<file path="config.mk">
export PLATFORM = sky130hd
export DESIGN_NAME = id_ex_stage
export DESIGN_NICKNAME = d
export VERILOG_FILES = /design/src/rtl/riscv_pkg.sv /design/src/rtl/imm_gen.sv /design/src/rtl/id_ex_stage.sv
export SDC_FILE = /design/constraint.sdc
export NUM_CORES = 1
export LEC_CHECK = 0
export CAP_MARGIN = 20
export CORE_MARGIN = 2
export CORE_UTILIZATION = 30
export DETAILED_ROUTE_END_ITERATION = 10
export PLACE_DENSITY = 0.74
export SLEW_MARGIN = 20
export SYNTH_ARGS = -nofsm -noshare
export SYNTH_HDL_FRONTEND = slang
export SYNTH_SLANG_ARGS = --single-unit
</file>
<file path="constraint.sdc">
create_clock -name CLK -period 7.07 [get_ports CLK]
set_clock_uncertainty 0.15 [all_clocks]
set_input_delay 2.121 -clock CLK [delete_from_list [all_inputs] [get_ports CLK]]
set_output_delay 2.121 -clock CLK [all_outputs]
set_load 0.01 [all_outputs]
</file>
<file path="src/rtl/riscv_pkg.sv">
// Shared RV32I definitions for the core pipeline.
//   XLEN         : default datapath width
//   OP_*         : major opcodes (instr[6:0])
//   imm_type_e   : immediate encoding selected by the decoder
//   imm_type_of  : opcode -> immediate encoding
package riscv_pkg;

  localparam int XLEN = 32;

  localparam logic [6:0] OP_R      = 7'b0110011;
  localparam logic [6:0] OP_IMM    = 7'b0010011;
  localparam logic [6:0] OP_LOAD   = 7'b0000011;
  localparam logic [6:0] OP_STORE  = 7'b0100011;
  localparam logic [6:0] OP_BRANCH = 7'b1100011;
  localparam logic [6:0] OP_JAL    = 7'b1101111;
  localparam logic [6:0] OP_JALR   = 7'b1100111;
  localparam logic [6:0] OP_LUI    = 7'b0110111;
  localparam logic [6:0] OP_AUIPC  = 7'b0010111;

  typedef enum logic [2:0] {
    IMM_I,
    IMM_S,
    IMM_B,
    IMM_U,
    IMM_J,
    IMM_NONE
  } imm_type_e;

  // R-type and unrecognised opcodes carry no immediate.
  function automatic imm_type_e imm_type_of(input logic [6:0] opcode);
    imm_type_e t;
    case (opcode)
      OP_IMM, OP_LOAD, OP_JALR: t = IMM_I;
      OP_STORE:                 t = IMM_S;
      OP_BRANCH:                t = IMM_B;
      OP_LUI, OP_AUIPC:         t = IMM_U;
      OP_JAL:                   t = IMM_J;
      default:                  t = IMM_NONE;
    endcase
    return t;
  endfunction

endpackage

</file>
<file path="src/rtl/imm_gen.sv">
// Immediate generator: assembles the RV32I immediate of the given format
// and sign-extends it to XLEN. Purely combinational.
//   instr    in  instruction bits [31:7] (opcode bits are not needed)
//   imm_type in  immediate format chosen by the decoder
//   imm      out sign-extended immediate (0 for IMM_NONE)
module imm_gen
  import riscv_pkg::*;
#(
  parameter int XLEN = riscv_pkg::XLEN
) (
  input  logic [31:7]     instr,
  input  imm_type_e       imm_type,
  output logic [XLEN-1:0] imm
);

  logic [31:0] imm32;

  always_comb begin
    imm32 = '0;
    case (imm_type)
      IMM_I: imm32 = {{20{instr[31]}}, instr[31:20]};
      IMM_S: imm32 = {{20{instr[31]}}, instr[31:25], instr[11:7]};
      IMM_B: imm32 = {{19{instr[31]}}, instr[31], instr[7], instr[30:25], instr[11:8], 1'b0};
      IMM_U: imm32 = {instr[31:12], 12'b0};
      IMM_J: imm32 = {{11{instr[31]}}, instr[31], instr[19:12], instr[20], instr[30:21], 1'b0};
      default: imm32 = '0;
    endcase
  end

  assign imm = XLEN'($signed(imm32));

endmodule

</file>
<file path="src/rtl/id_ex_stage.sv">
// Decode stage and ID/EX pipeline register of the 5-stage RV32I core.
// Drives the register-file read ports from IF/ID, bypasses same-cycle
// write-back data, decodes the control bits and immediate, detects load-use
// hazards (stalling IF and inserting a bubble) and honours EX flushes.
//   CLK, RST_N            clock (rising edge), async active-low reset
//   if_valid/instr/pc     IF/ID contents
//   rf_rreg1/2, rf_read1/2 register-file read port (combinational data)
//   wb_we/rd/data         write-back port (written at the same clock edge)
//   ex_flush              taken branch/jump in EX kills the decode slot
//   stall                 hold PC and IF/ID this cycle
//   ex_*                  ID/EX register contents
//   stall_cnt             saturating count of stall cycles
// Handshake: there is no ready/valid back-pressure from EX; ex_valid marks a
// real instruction, ex_valid=0 is a bubble. stall is the only upstream
// back-pressure and is valid combinationally within the cycle it is raised.
module id_ex_stage
  import riscv_pkg::*;
#(
  parameter int XLEN        = riscv_pkg::XLEN,
  parameter int STALL_CNT_W = 16
) (
  input  logic                   CLK,
  input  logic                   RST_N,
  input  logic                   if_valid,
  input  logic [31:0]            if_instr,
  input  logic [XLEN-1:0]        if_pc,
  output logic [4:0]             rf_rreg1,
  output logic [4:0]             rf_rreg2,
  input  logic [XLEN-1:0]        rf_read1,
  input  logic [XLEN-1:0]        rf_read2,
  input  logic                   wb_we,
  input  logic [4:0]             wb_rd,
  input  logic [XLEN-1:0]        wb_data,
  input  logic                   ex_flush,
  output logic                   stall,
  output logic                   ex_valid,
  output logic [XLEN-1:0]        ex_pc,
  output logic [XLEN-1:0]        ex_rs1_data,
  output logic [XLEN-1:0]        ex_rs2_data,
  output logic [XLEN-1:0]        ex_imm,
  output logic [4:0]             ex_rs1,
  output logic [4:0]             ex_rs2,
  output logic [4:0]             ex_rd,
  output logic [6:0]             ex_opcode,
  output logic [2:0]             ex_funct3,
  output logic                   ex_funct7b5,
  output logic                   ex_reg_write,
  output logic                   ex_mem_read,
  output logic                   ex_mem_write,
  output logic [STALL_CNT_W-1:0] stall_cnt
);

  // Instruction fields
  logic [6:0] opcode;
  logic [4:0] rs1, rs2, rd;
  assign opcode = if_instr[6:0];
  assign rd     = if_instr[11:7];
  assign rs1    = if_instr[19:15];
  assign rs2    = if_instr[24:20];

  assign rf_rreg1 = rs1;
  assign rf_rreg2 = rs2;

  // ID/EX register
  logic                   ex_valid_q,     ex_valid_d;
  logic [XLEN-1:0]        ex_pc_q,        ex_pc_d;
  logic [XLEN-1:0]        ex_rs1_data_q,  ex_rs1_data_d;
  logic [XLEN-1:0]        ex_rs2_data_q,  ex_rs2_data_d;
  logic [XLEN-1:0]        ex_imm_q,       ex_imm_d;
  logic [4:0]             ex_rs1_q,       ex_rs1_d;
  logic [4:0]             ex_rs2_q,       ex_rs2_d;
  logic [4:0]             ex_rd_q,        ex_rd_d;
  logic [6:0]             ex_opcode_q,    ex_opcode_d;
  logic [2:0]             ex_funct3_q,    ex_funct3_d;
  logic                   ex_funct7b5_q,  ex_funct7b5_d;
  logic                   ex_reg_write_q, ex_reg_write_d;
  logic                   ex_mem_read_q,  ex_mem_read_d;
  logic                   ex_mem_write_q, ex_mem_write_d;
  logic [STALL_CNT_W-1:0] stall_cnt_q,    stall_cnt_d;

  // Source usage: only used sources can create a load-use hazard.
  logic use_rs1, use_rs2;
  always_comb begin
    use_rs1 = !(opcode == OP_LUI || opcode == OP_AUIPC || opcode == OP_JAL);
    use_rs2 = (opcode == OP_R) || (opcode == OP_STORE) || (opcode == OP_BRANCH);
  end

  // The register file only updates at the clock edge, so a write-back in
  // this cycle must be forwarded into the value captured now.
  logic [XLEN-1:0] rs1_val, rs2_val;
  always_comb begin
    rs1_val = (wb_we && wb_rd != 5'd0 && wb_rd == rs1) ? wb_data : rf_read1;
    rs2_val = (wb_we && wb_rd != 5'd0 && wb_rd == rs2) ? wb_data : rf_read2;
  end

  // ex_rd_q != 0 also excludes x0 sources from matching.
  logic load_use;
  always_comb begin
    load_use = ex_valid_q && ex_mem_read_q && (ex_rd_q != 5'd0) &&
               ((use_rs1 && rs1 == ex_rd_q) || (use_rs2 && rs2 == ex_rd_q));
  end

  // A flush kills the waiting instruction, so there is nothing to stall for.
  assign stall = if_valid && load_use && !ex_flush;

  // Control decode
  logic writes_rd, is_load, is_store;
  always_comb begin
    writes_rd = (opcode == OP_R)   || (opcode == OP_IMM)   || (opcode == OP_LOAD) ||
                (opcode == OP_LUI) || (opcode == OP_AUIPC) || (opcode == OP_JAL)  ||
                (opcode == OP_JALR);
    is_load   = (opcode == OP_LOAD);
    is_store  = (opcode == OP_STORE);
  end

  logic [XLEN-1:0] imm;
  imm_gen #(.XLEN(XLEN)) u_imm_gen (
    .instr    (if_instr[31:7]),
    .imm_type (imm_type_of(opcode)),
    .imm      (imm)
  );

  // Next ID/EX contents: bubbles are fully zeroed for deterministic traces.
  logic bubble;
  assign bubble = ex_flush || stall || !if_valid;

  always_comb begin
    ex_valid_d     = 1'b0;
    ex_pc_d        = '0;
    ex_rs1_data_d  = '0;
    ex_rs2_data_d  = '0;
    ex_imm_d       = '0;
    ex_rs1_d       = '0;
    ex_rs2_d       = '0;
    ex_rd_d        = '0;
    ex_opcode_d    = '0;
    ex_funct3_d    = '0;
    ex_funct7b5_d  = 1'b0;
    ex_reg_write_d = 1'b0;
    ex_mem_read_d  = 1'b0;
    ex_mem_write_d = 1'b0;
    if (!bubble) begin
      ex_valid_d     = 1'b1;
      ex_pc_d        = if_pc;
      ex_rs1_data_d  = rs1_val;
      ex_rs2_data_d  = rs2_val;
      ex_imm_d       = imm;
      ex_rs1_d       = rs1;
      ex_rs2_d       = rs2;
      ex_rd_d        = rd;
      ex_opcode_d    = opcode;
      ex_funct3_d    = if_instr[14:12];
      ex_funct7b5_d  = if_instr[30];
      ex_reg_write_d = writes_rd && (rd != 5'd0);
      ex_mem_read_d  = is_load;
      ex_mem_write_d = is_store;
    end
  end

  always_comb begin
    stall_cnt_d = stall_cnt_q;
    if (stall && stall_cnt_q != {STALL_CNT_W{1'b1}}) begin
      stall_cnt_d = stall_cnt_q + 1'b1;
    end
  end

  always_ff @(posedge CLK or negedge RST_N) begin
    if (!RST_N) begin
      ex_valid_q     <= 1'b0;
      ex_pc_q        <= '0;
      ex_rs1_data_q  <= '0;
      ex_rs2_data_q  <= '0;
      ex_imm_q       <= '0;
      ex_rs1_q       <= '0;
      ex_rs2_q       <= '0;
      ex_rd_q        <= '0;
      ex_opcode_q    <= '0;
      ex_funct3_q    <= '0;
      ex_funct7b5_q  <= 1'b0;
      ex_reg_write_q <= 1'b0;
      ex_mem_read_q  <= 1'b0;
      ex_mem_write_q <= 1'b0;
      stall_cnt_q    <= '0;
    end else begin
      ex_valid_q     <= ex_valid_d;
      ex_pc_q        <= ex_pc_d;
      ex_rs1_data_q  <= ex_rs1_data_d;
      ex_rs2_data_q  <= ex_rs2_data_d;
      ex_imm_q       <= ex_imm_d;
      ex_rs1_q       <= ex_rs1_d;
      ex_rs2_q       <= ex_rs2_d;
      ex_rd_q        <= ex_rd_d;
      ex_opcode_q    <= ex_opcode_d;
      ex_funct3_q    <= ex_funct3_d;
      ex_funct7b5_q  <= ex_funct7b5_d;
      ex_reg_write_q <= ex_reg_write_d;
      ex_mem_read_q  <= ex_mem_read_d;
      ex_mem_write_q <= ex_mem_write_d;
      stall_cnt_q    <= stall_cnt_d;
    end
  end

  assign ex_valid     = ex_valid_q;
  assign ex_pc        = ex_pc_q;
  assign ex_rs1_data  = ex_rs1_data_q;
  assign ex_rs2_data  = ex_rs2_data_q;
  assign ex_imm       = ex_imm_q;
  assign ex_rs1       = ex_rs1_q;
  assign ex_rs2       = ex_rs2_q;
  assign ex_rd        = ex_rd_q;
  assign ex_opcode    = ex_opcode_q;
  assign ex_funct3    = ex_funct3_q;
  assign ex_funct7b5  = ex_funct7b5_q;
  assign ex_reg_write = ex_reg_write_q;
  assign ex_mem_read  = ex_mem_read_q;
  assign ex_mem_write = ex_mem_write_q;
  assign stall_cnt    = stall_cnt_q;

endmodule
</file>
Yosys cells after proc, flatten, opt, wreduce, memory -nomap -nowiden
Cells that the tools add are included.

Flip-flop bits (word level): 174. Output and inout bits: 185. Logic and storage cells: 86.

Muxes and demuxes: 18. $add $sub $neg: 1. Reductions and logical operators: 34. Equality and inequality tests: 18.

Operator list (count): 32-bit two-way mux (6); 32-bit one-hot mux with 5 select lines (1); 7-bit by 6-bit == test with 1-bit output, second input constant (3); 7-bit == test, second input constant (3); 5-bit == test (4); 16-bit by 1-bit adder with 16-bit output, second input constant (1); 16-bit inequality test, second input constant (1); 5-bit two-way mux (3); 3-bit one-hot mux with 5 select lines (1); 5-bit nonzero test (3); 7-bit by 5-bit == test with 1-bit output, second input constant (2); 1-bit logical OR (13); 1-bit logical AND (12); 7-bit by 2-bit == test with 1-bit output, second input constant (1); 7-bit two-way mux (1); 3-bit by 2-bit == test with 1-bit output, second input constant (2); 1-bit two-way mux (5); 3-bit by 1-bit == test with 1-bit output, second input constant (1); 3-bit == test, second input constant (1); 1-bit zero test (3); 3-bit zero test (1); 3-bit two-way mux (1); 3-bit OR reduction (1); 2-bit OR reduction (1).

Depth between registers and ports, before layout
Gate-level depths: netlist of the first run.

Depth after elaboration: 12. Mapped depth: 10. Mapped depth without buffers: 8.

By module
From an unflattened synthesis of the first run, not the netlist that was laid out.

Cell total of the unflattened synthesis: 648. Area total of the unflattened synthesis: 7430.9 sq um.

By module, submodules not included: id_ex_stage (area an instance 6890.4 sq um, instances 1, cells each 554); imm_gen (area an instance 540.5 sq um, instances 1, cells each 94).

Worst setup path before layout of the first run
OpenSTA, ideal clock, no wires.

Path type: input port to output port. Start point: in if_instr[3]. End point: out stall. Stages on the path: 5. Data required time: 4799 ps. Setup slack: 1528 ps. Arrival time: 3271 ps. Path buffers: 1. Cells stage by stage: or3b_2 -> a21oi_1 -> clkbuf_1 -> o22a_1 -> nor3b_1.

Word-level cells in the longest chain between the ends: 9.

RTL lines: start: declaration (line id_ex_stage.sv:25) `input logic [31:0] if_instr,`; 7-bit by 6-bit == test with 1-bit output / 7-bit by 5-bit == test with 1-bit output (equally long branches) (line id_ex_stage.sv:84) `use_rs1 = !(opcode == OP_LUI || opcode == OP_AUIPC || opcode == OP_JAL);`; 1-bit logical OR (2 in a row) (line id_ex_stage.sv:84); 1-bit zero test (line id_ex_stage.sv:84); 1-bit logical AND (line id_ex_stage.sv:100) `((use_rs1 && rs1 == ex_rd_q) || (use_rs2 && rs2 == ex_rd_q));`; 1-bit logical OR * (line id_ex_stage.sv:100); 1-bit logical AND * (line id_ex_stage.sv:99) `load_use = ex_valid_q && ex_mem_read_q && (ex_rd_q != 5'd0) &&`; 1-bit logical AND * (2 in a row) (line id_ex_stage.sv:104) `assign stall = if_valid && load_use && !ex_flush;`; end: declaration (line id_ex_stage.sv:35) `output logic stall,`.

Every way passes the cells marked *; elsewhere a longest branch is shown, timed or not.

Worst setup path in the final report of the first run
Start point: in if_instr[2]. End point: out stall.

Same word-level chain as after synthesis.

==> metrics.md, run 1 <==
| Metric | Value |
|---|---|
| HP Class | `register to register` |
| Total wire length | `22900 um` |
| Critical Path Start Type | `input port` |
| Synth cell types | `48` |
| Synthesized flop and latch total | `174` |
| Via density | `4.45` |
| Cts bufs inserted | `17` |
| Post-CTS resize count | `0` |
| Layout cell share with drive strength beyond 1 | `7.84%` |
| Vias in the first global route | `5859` |
| Die footprint | `24900 sq um` |
| GPL Wtd Cong | `0.832` |
| WP data required | `4.80 ns` |
| Slowest CP cell | `clkdlybuf4s50_1` |
| Final Cycle Share | `96.3%` |
| RSZ-0062 raised after global routing | `false` |
| Cells after Synth | `592` |
| Die width | `158 um` |
| Syn_nets | `763` |
| Hold buffers post-CTS | `0` |
| Setup TNS Final | `0 ns` |
| Synthesized cell area | `7080 sq um` |
| Outcome | `complete, no violations` |
| Post-CTS Setup Inserts | `0` |
| Cell Area, Placed | `11000 sq um` |
| Final Util | `49.7%` |
| Ys flop type | `dfrtp_1` |
| R2r setup slk | `4.15 ns` |
| Crit path arrival time | `4.54 ns` |
| DIE HEIGHT | `158 um` |
| Cell Pwr Density | `200 nW/um^2` |
| Minimum clock period | `6.81 ns` |
| Max clock buf depth | `2` |
| Final worst setup slack | `0.262 ns` |
| H-tree Lvls | `4` |
| Syn Area/Cell | `12.0 sq um` |
| Max-slew headroom | `44.1%` |
| Row cnt | `56` |
| Reg2reg end | `ex_imm[10]` |
| Ant diodes | `0` |
| Max_cap viols | `0` |
| # nets final | `1115` |
| Max rail drop VDD | `150 uV` |
| CP endpoint kind | `primary output` |
| Number of cells on the worst hold path | `1` |
| Grt total ovfl | `0` |
| FMAX | `147 MHz` |
| GRT Util Overall | `18.2%` |
| Crit path cell chain | `clkdlybuf4s50_1 -> nand4bb_4 -> or3_1 -> o22a_1 -> nor3b_1 -> clkdlybuf4s50_1` |
| Number of synthesized flops with an enable pin | `0` |
| Largest net degree at the start of global routing | `90` |
| WHS | `0.345 ns` |
| Clock sinks | `174` |
| Final number of hold-violating endpoints | `0` |
| Hold Path End | `stall_cnt[8]` |
| DRT Pass-1 Iters | `4` |
| Top cells by area, synth | `dfrtp_1, mux2i_1, and2_1` |
| Synth warnings | `0` |
| Most used cell along the critical path | `clkdlybuf4s50_1` |
| IO Port Bufs | `354` |
| Area growth syn-to-layout | `63.7%` |
| Worst-Margin Slew | `0.839 ns` |
| Clk Latency, worst-skew pair | `0.42 ns` |
| DR iter-0 viols | `240` |
| Critical path class | `input port to primary output` |
| Final instance area | `11600 sq um` |
| Final setup viols | `0` |
| Routed WL per cell | `18.0 um` |
| Initial antenna violation count | `0` |
| HPWL after DPL | `17100 um` |
| Place WS | `0.287 ns` |
| TritonCTS clock tree | `built` |
| # IOs | `355` |
| Leakage | `4.81 nW` |
| Slew Limit Fails | `0` |
| Routed Antenna Nets | `0` |
| Global-route wire length before repair | `34000 um` |
| Initial Util | `30.4%` |
| Post-synth top area cell | `dfrtp_1` |
| Clk slew on worst S/H paths | `0.07 ns` |
| RR Startpoint | `ex_rd[1]` |
| Post-synth top area share | `61.5%` |
| Hold Crit Start | `stall_cnt[8]` |
| Root Driver | `clkbuf_16` |
| Asr flop ratio synth | `100%` |
| R2R depth | `8` |
| Largest delay share family, worst path | `buffers and inverters` |
| Top fanout value on the critical path | `8` |
| Crit path largest cell delay | `0.62 ns` |
| Number of remaining DRC errors | `0` |
| Sequential share of the synthesized area | `61.5%` |
| Core ar. | `23300 sq um` |
| WP buf/inv | `2` |
| Vias | `5679` |
## cell usage in the layout (no fill, tap or decap), types with 5 or more instances in the layout
master | netlist | routed
nand4_1 | 5 | 5
buf_4 | 13 | 17
nor3b_1 | 8 | 8
dfrtp_1 | 174 | 174
nand2_1 | 30 | 30
clkdlybuf4s50_1 | 0 | 353
nand3_1 | 13 | 13
mux2i_1 | 64 | 64
a22oi_1 | 5 | 5
inv_8 | 0 | 6
a21oi_1 | 22 | 22
and2_1 | 59 | 59
xnor2_1 | 18 | 18
nor3_2 | 9 | 9
xor2_1 | 17 | 17
clkbuf_16 | 0 | 17
nor2_1 | 80 | 80
## per-layer routing
layer	vias up	track usage, %	part of all wire [%]
li1	2675	-	-
met5	-	0	0
met2	234	31.8	51
met4	0	5.76	2.0
met3	29	6.00	8.4
met1	2741	21.0	38
## synth_stat cells, types with 2 or more instances
library cell    n
inv_1           3
nand3_1        13
a21oi_1        22
a22oi_1         5
clkbuf_1        9
dfrtp_1       174
mux2i_1        64
xor2_1         17
nor4_1          4
or3_1           3
buf_2          15
nor2b_1         3
nor3_2          9
nor4_2          2
or2_2           3
or4_1           4
nor3b_1         8
o21ai_0         4
nand4_1         5
nor2_1         80
nand2_2         2
buf_4          13
nand2_1        30
and2_1         59
xnor2_1        18
## where the power goes
| group | internal (mW) | switching, mW | total, mW |
|---|---|---|---|
| sequential | 1.02 | 0.00975 | 1.03 |
| clock | 0.544 | 0.453 | 0.997 |
| combinational | 0.172 | 0.123 | 0.294 |
## cell type report
type                    instances  area (sq um)
multi-input cells             375          2510
clock inverters                15           193
fillers                      2099         11700
well taps                     319           399
repair buffers                372          3690
flip-flops and latches        174          4350
inverters                       4          15.0
clock buffers                  17           425
## worst reg2reg max path, stage by stage, from the launching register on
cell      delay, ns
dfrtp_1        0.44
or4_1          0.57
o211ai_2       0.20
or3_1          0.14
o31a_2         0.43
nand2_2        0.13
inv_2          0.08
nand2_2        0.33
nor3b_1        0.35
## registers in the layout (all words and copies together), names as in the netlist
| name | flops |
|---|---|
| ex_imm | 32 |
| ex_pc | 32 |
| ex_rs1_data | 32 |
| ex_rs2_data | 32 |
| stall_cnt | 16 |
| ex_opcode | 7 |
| ex_rd | 5 |
| ex_rs1 | 5 |
| ex_rs2 | 5 |
| ex_funct3 | 3 |
| ex_funct7b5 | 1 |
| ex_mem_read | 1 |
| ex_mem_write | 1 |
| ex_reg_write | 1 |
| ex_valid | 1 |
## worst max path at each step
stage                           start     to  slack [ns]  depth (start not counted)
after floorplan           if_instr[3]  stall        1.53                          5
after global placement    if_instr[2]  stall        0.39                          6
after detailed placement  if_instr[2]  stall        0.29                          6
after CTS                 if_instr[2]  stall        0.27                          6
after global routing      if_instr[2]  stall        0.19                          6
final                     if_instr[2]  stall        0.26                          6
## logic make-up (layout without fill, tap and decap cells)
family	Yosys count	after routing	share of synthesized area [%]
buffers and inverters	43	408	3.34
flip-flops	174	174	61.5
adder cells (fa/ha/maj)	1	1	0.177
multiplexers	65	65	9.26
AND/OR/NAND/NOR	234	234	18.0
AO/OA/AOI/OAI	40	40	3.45
XOR/XNOR	35	35	4.33
## stage by stage
stage                     instances  power [mW]
after floorplan                 592        1.14
after global placement         1244        1.35
after detailed placement       1244        1.35
after CTS                      1276        2.36
after global routing           1276        2.42
final                          1276        2.32
(Power assumes the default switching activity.)
==> run 2, diff against run 1 <==
Settings changed: PLACE_DENSITY 0.74 to 0.73, SYNTH_HIERARCHICAL set to 1.
==> run 2 against run 1 <==
Effect of this change:
- setup slack improved by 0.29 ns
- final cell count grew 4.0%
- largest cell class unchanged
- core utilization down 1.1 points
- highest routed layer unchanged
==> metrics.md, run 2 <==
| Metric | Value |
|---|---|
| Outcome | `complete, no violations` |
| Row cnt | `57` |
| Largest net degree at the start of global routing | `112` |
| Crit path cell chain | `clkdlybuf4s50_1 -> xor2_1 -> nor3_1 -> buf_4 -> o211a_1 -> o21ai_2 -> inv_1 -> clkdlybuf4s50_1` |
| Critical path class | `input port to primary output` |
| WL met1 | `9680 um` |
| Final number of hold-violating endpoints | `0` |
| Leakage | `5.12 nW` |
| Hold Crit Start | `stall_cnt[11]` |
| DR iter-0 viols | `390` |
| Commonest cells after routing, fill and taps aside | `clkdlybuf4s50_1, dfrtp_1, and2_1` |
| Post-CTS Setup Inserts | `0` |
| IO Port Bufs | `354` |
| Hold Path End | `stall_cnt[11]` |
| Routed WL per cell | `18.5 um` |
| Cells after Synth | `648` |
| Clk Latency, worst-skew pair | `0.42 ns` |
| DRT Pass-1 Iters | `4` |
| Max rail drop VDD | `123 uV` |
| Via density | `4.52` |
| WP data required | `4.80 ns` |
| Area growth syn-to-layout | `59.2%` |
| Crit path largest cell delay | `0.54 ns` |
| Setup TNS Final | `0 ns` |
| Vias in the first global route | `6160` |
| HP Class | `register to register` |
| Uppermost layer routed | `met4` |
| Die width | `161 um` |
| Synth cell count leaders | `dfrtp_1, and2_1, nor2_1, mux2i_1, nand2_1` |
| TritonCTS clock tree | `built` |
| Final Util | `48.6%` |
| Final Cycle Share | `92.2%` |
| R2r setup slk | `4.09 ns` |
| Cts bufs inserted | `17` |
| RR Startpoint | `ex_rd[1]` |
| Cell Pwr Density | `193 nW/um^2` |
| Clk slew on worst S/H paths | `0.07 ns` |
| Post-CTS resize count | `0` |
| Initial antenna violation count | `1` |
| Commonest non-fill, non-tap cell in the layout | `clkdlybuf4s50_1` |
| Top fanout value on the critical path | `6` |
| Initial Util | `30.6%` |
| Post-synth top area cell | `dfrtp_1` |
| Crit path arrival time | `4.25 ns` |
| WP buf/inv | `4` |
| Core ar. | `24300 sq um` |
| Most used cell along the critical path | `clkdlybuf4s50_1` |
| HPWL after DPL | `18400 um` |
| Ys flop type | `dfrtp_1` |
| Asr flop ratio synth | `100%` |
| RSZ-0062 raised after global routing | `false` |
| GRT Util Overall | `18.7%` |
| Slowest CP cell | `clkdlybuf4s50_1` |
| Max-slew headroom | `41.1%` |
| Minimum clock period | `6.52 ns` |
| GPL Wtd Cong | `0.825` |
| Synth warnings | `6` |
| Routed Antenna Nets | `0` |
| Number of remaining DRC errors | `0` |
| Clock sinks | `174` |
| Synth cell types | `50` |
| H-tree Lvls | `4` |
| Max_cap viols | `0` |
| R2R depth | `6` |
| Top cells by area, synth | `dfrtp_1, mux2i_1, and2_1` |
| Global-route wire length before repair | `37100 um` |
| Final setup viols | `0` |
| Syn_nets | `819` |
| Synthesized flop and latch total | `174` |
| Critical Path Start Type | `input port` |
| # IOs | `355` |
| Metal2 WL | `12300 um` |
| DIE HEIGHT | `161 um` |
| Layout cell share with drive strength beyond 1 | `6.19%` |
| Grt total ovfl | `0` |
| Vias | `6002` |
| Cell with the most instances after synthesis | `dfrtp_1` |
| Reg2reg end | `ex_rs2[0]` |
| Root Driver | `clkbuf_16` |
| Syn Area/Cell | `11.5 sq um` |
| Sequential share of the synthesized area | `58.6%` |
| Number of synthesized flops with an enable pin | `0` |
| Met3 routed WL | `2240 um` |
| Post-synth top area share | `58.6%` |
| Worst-Margin Slew | `0.884 ns` |
| FMAX | `153 MHz` |
| Largest delay share family, worst path | `buffers and inverters` |
| Number of cells on the worst hold path | `1` |
| Max clock buf depth | `2` |
| Synthesized cell area | `7430 sq um` |
| CP endpoint kind | `primary output` |
| Die footprint | `26000 sq um` |
| Total wire length | `24500 um` |
| Hold buffers post-CTS | `0` |
| Slew Limit Fails | `0` |
| # nets final | `1160` |
[run 2: changes by cell type in the layout (fill, tap and decap cells not counted), moves of 5 or more]
cell and delta:
nor3_2 -9, inv_1 +8, nand2b_1 +7, a22oi_1 -5, nor3_1 +5, and2_1 +31, xor2_1 +5, xnor2_1 -6
nor2b_1 +5, o22ai_1 +12, nor3b_1 -7
[run 2: how the worst max path moves through the flow]
stage | cells past startpoint | from | slack, ns | to
after floorplan | 7 | if_instr[4] | 1.50 | stall
after global placement | 8 | if_instr[15] | 0.44 | stall
after detailed placement | 8 | if_instr[15] | 0.45 | stall
after CTS | 8 | if_instr[15] | 0.44 | stall
after global routing | 8 | if_instr[15] | 0.41 | stall
final | 8 | if_instr[19] | 0.55 | stall
[run 2: cell type report]
class	instances	area, sq um
diodes	1	2.50
multi-input cells	415	2770
well taps	324	405
clock inverters	11	125
repair buffers	369	3660
fillers	2200	12500
inverters	12	45.0
clock buffers	21	460
flip-flops and latches	174	4350
[run 2: per-stage QoR]
| stage | cells | worst slack (ns) | cell area (sq um) | total power, mW | hold WS (ns) |
|---|---|---|---|---|---|
| floorplan | 648 | 1.50 | 7430 | 1.15 | 0.371 |
| global placement | 1293 | 0.441 | 11200 | 1.36 | 0.337 |
| detailed placement | 1293 | 0.455 | 11200 | 1.37 | 0.356 |
| CTS | 1325 | 0.442 | 11800 | 2.32 | 0.371 |
| global route | 1327 | 0.408 | 11800 | 2.39 | 0.387 |
| finish | 1327 | 0.553 | 11800 | 2.29 | 0.365 |
[run 2: routing by layer]
metal  vias to the layer above  GRT usage [%]
met5                         -              0
met3                        16           6.24
li1                       2811              -
met4                         0           4.83
met2                       271           32.2
met1                      2904           22.5
[run 2: logic make-up after synthesis]
group / Yosys count / synth area share, %
xor gates and xnor gates: 34 / 4.01
AOI/OAI and AO/OA: 47 / 3.86
muxes: 70 / 9.51
DFF: 174 / 58.6
buffers and inverters: 59 / 4.41
and+or+nand+nor: 262 / 19.3
adders and majority gates: 2 / 0.320
[run 2: where the power goes]
part / internal, mW / switching, mW
clock: 0.518 / 0.425
sequential: 1.02 / 0.0110
combinational: 0.176 / 0.133
[run 2: worst reg2reg max path, delay by kind of cell (launching register included)]
family          cells  cell delay (ns)
compound gates      2             0.49
flops               1             0.47
simple gates        2             0.79
buf+inv             2             1.01
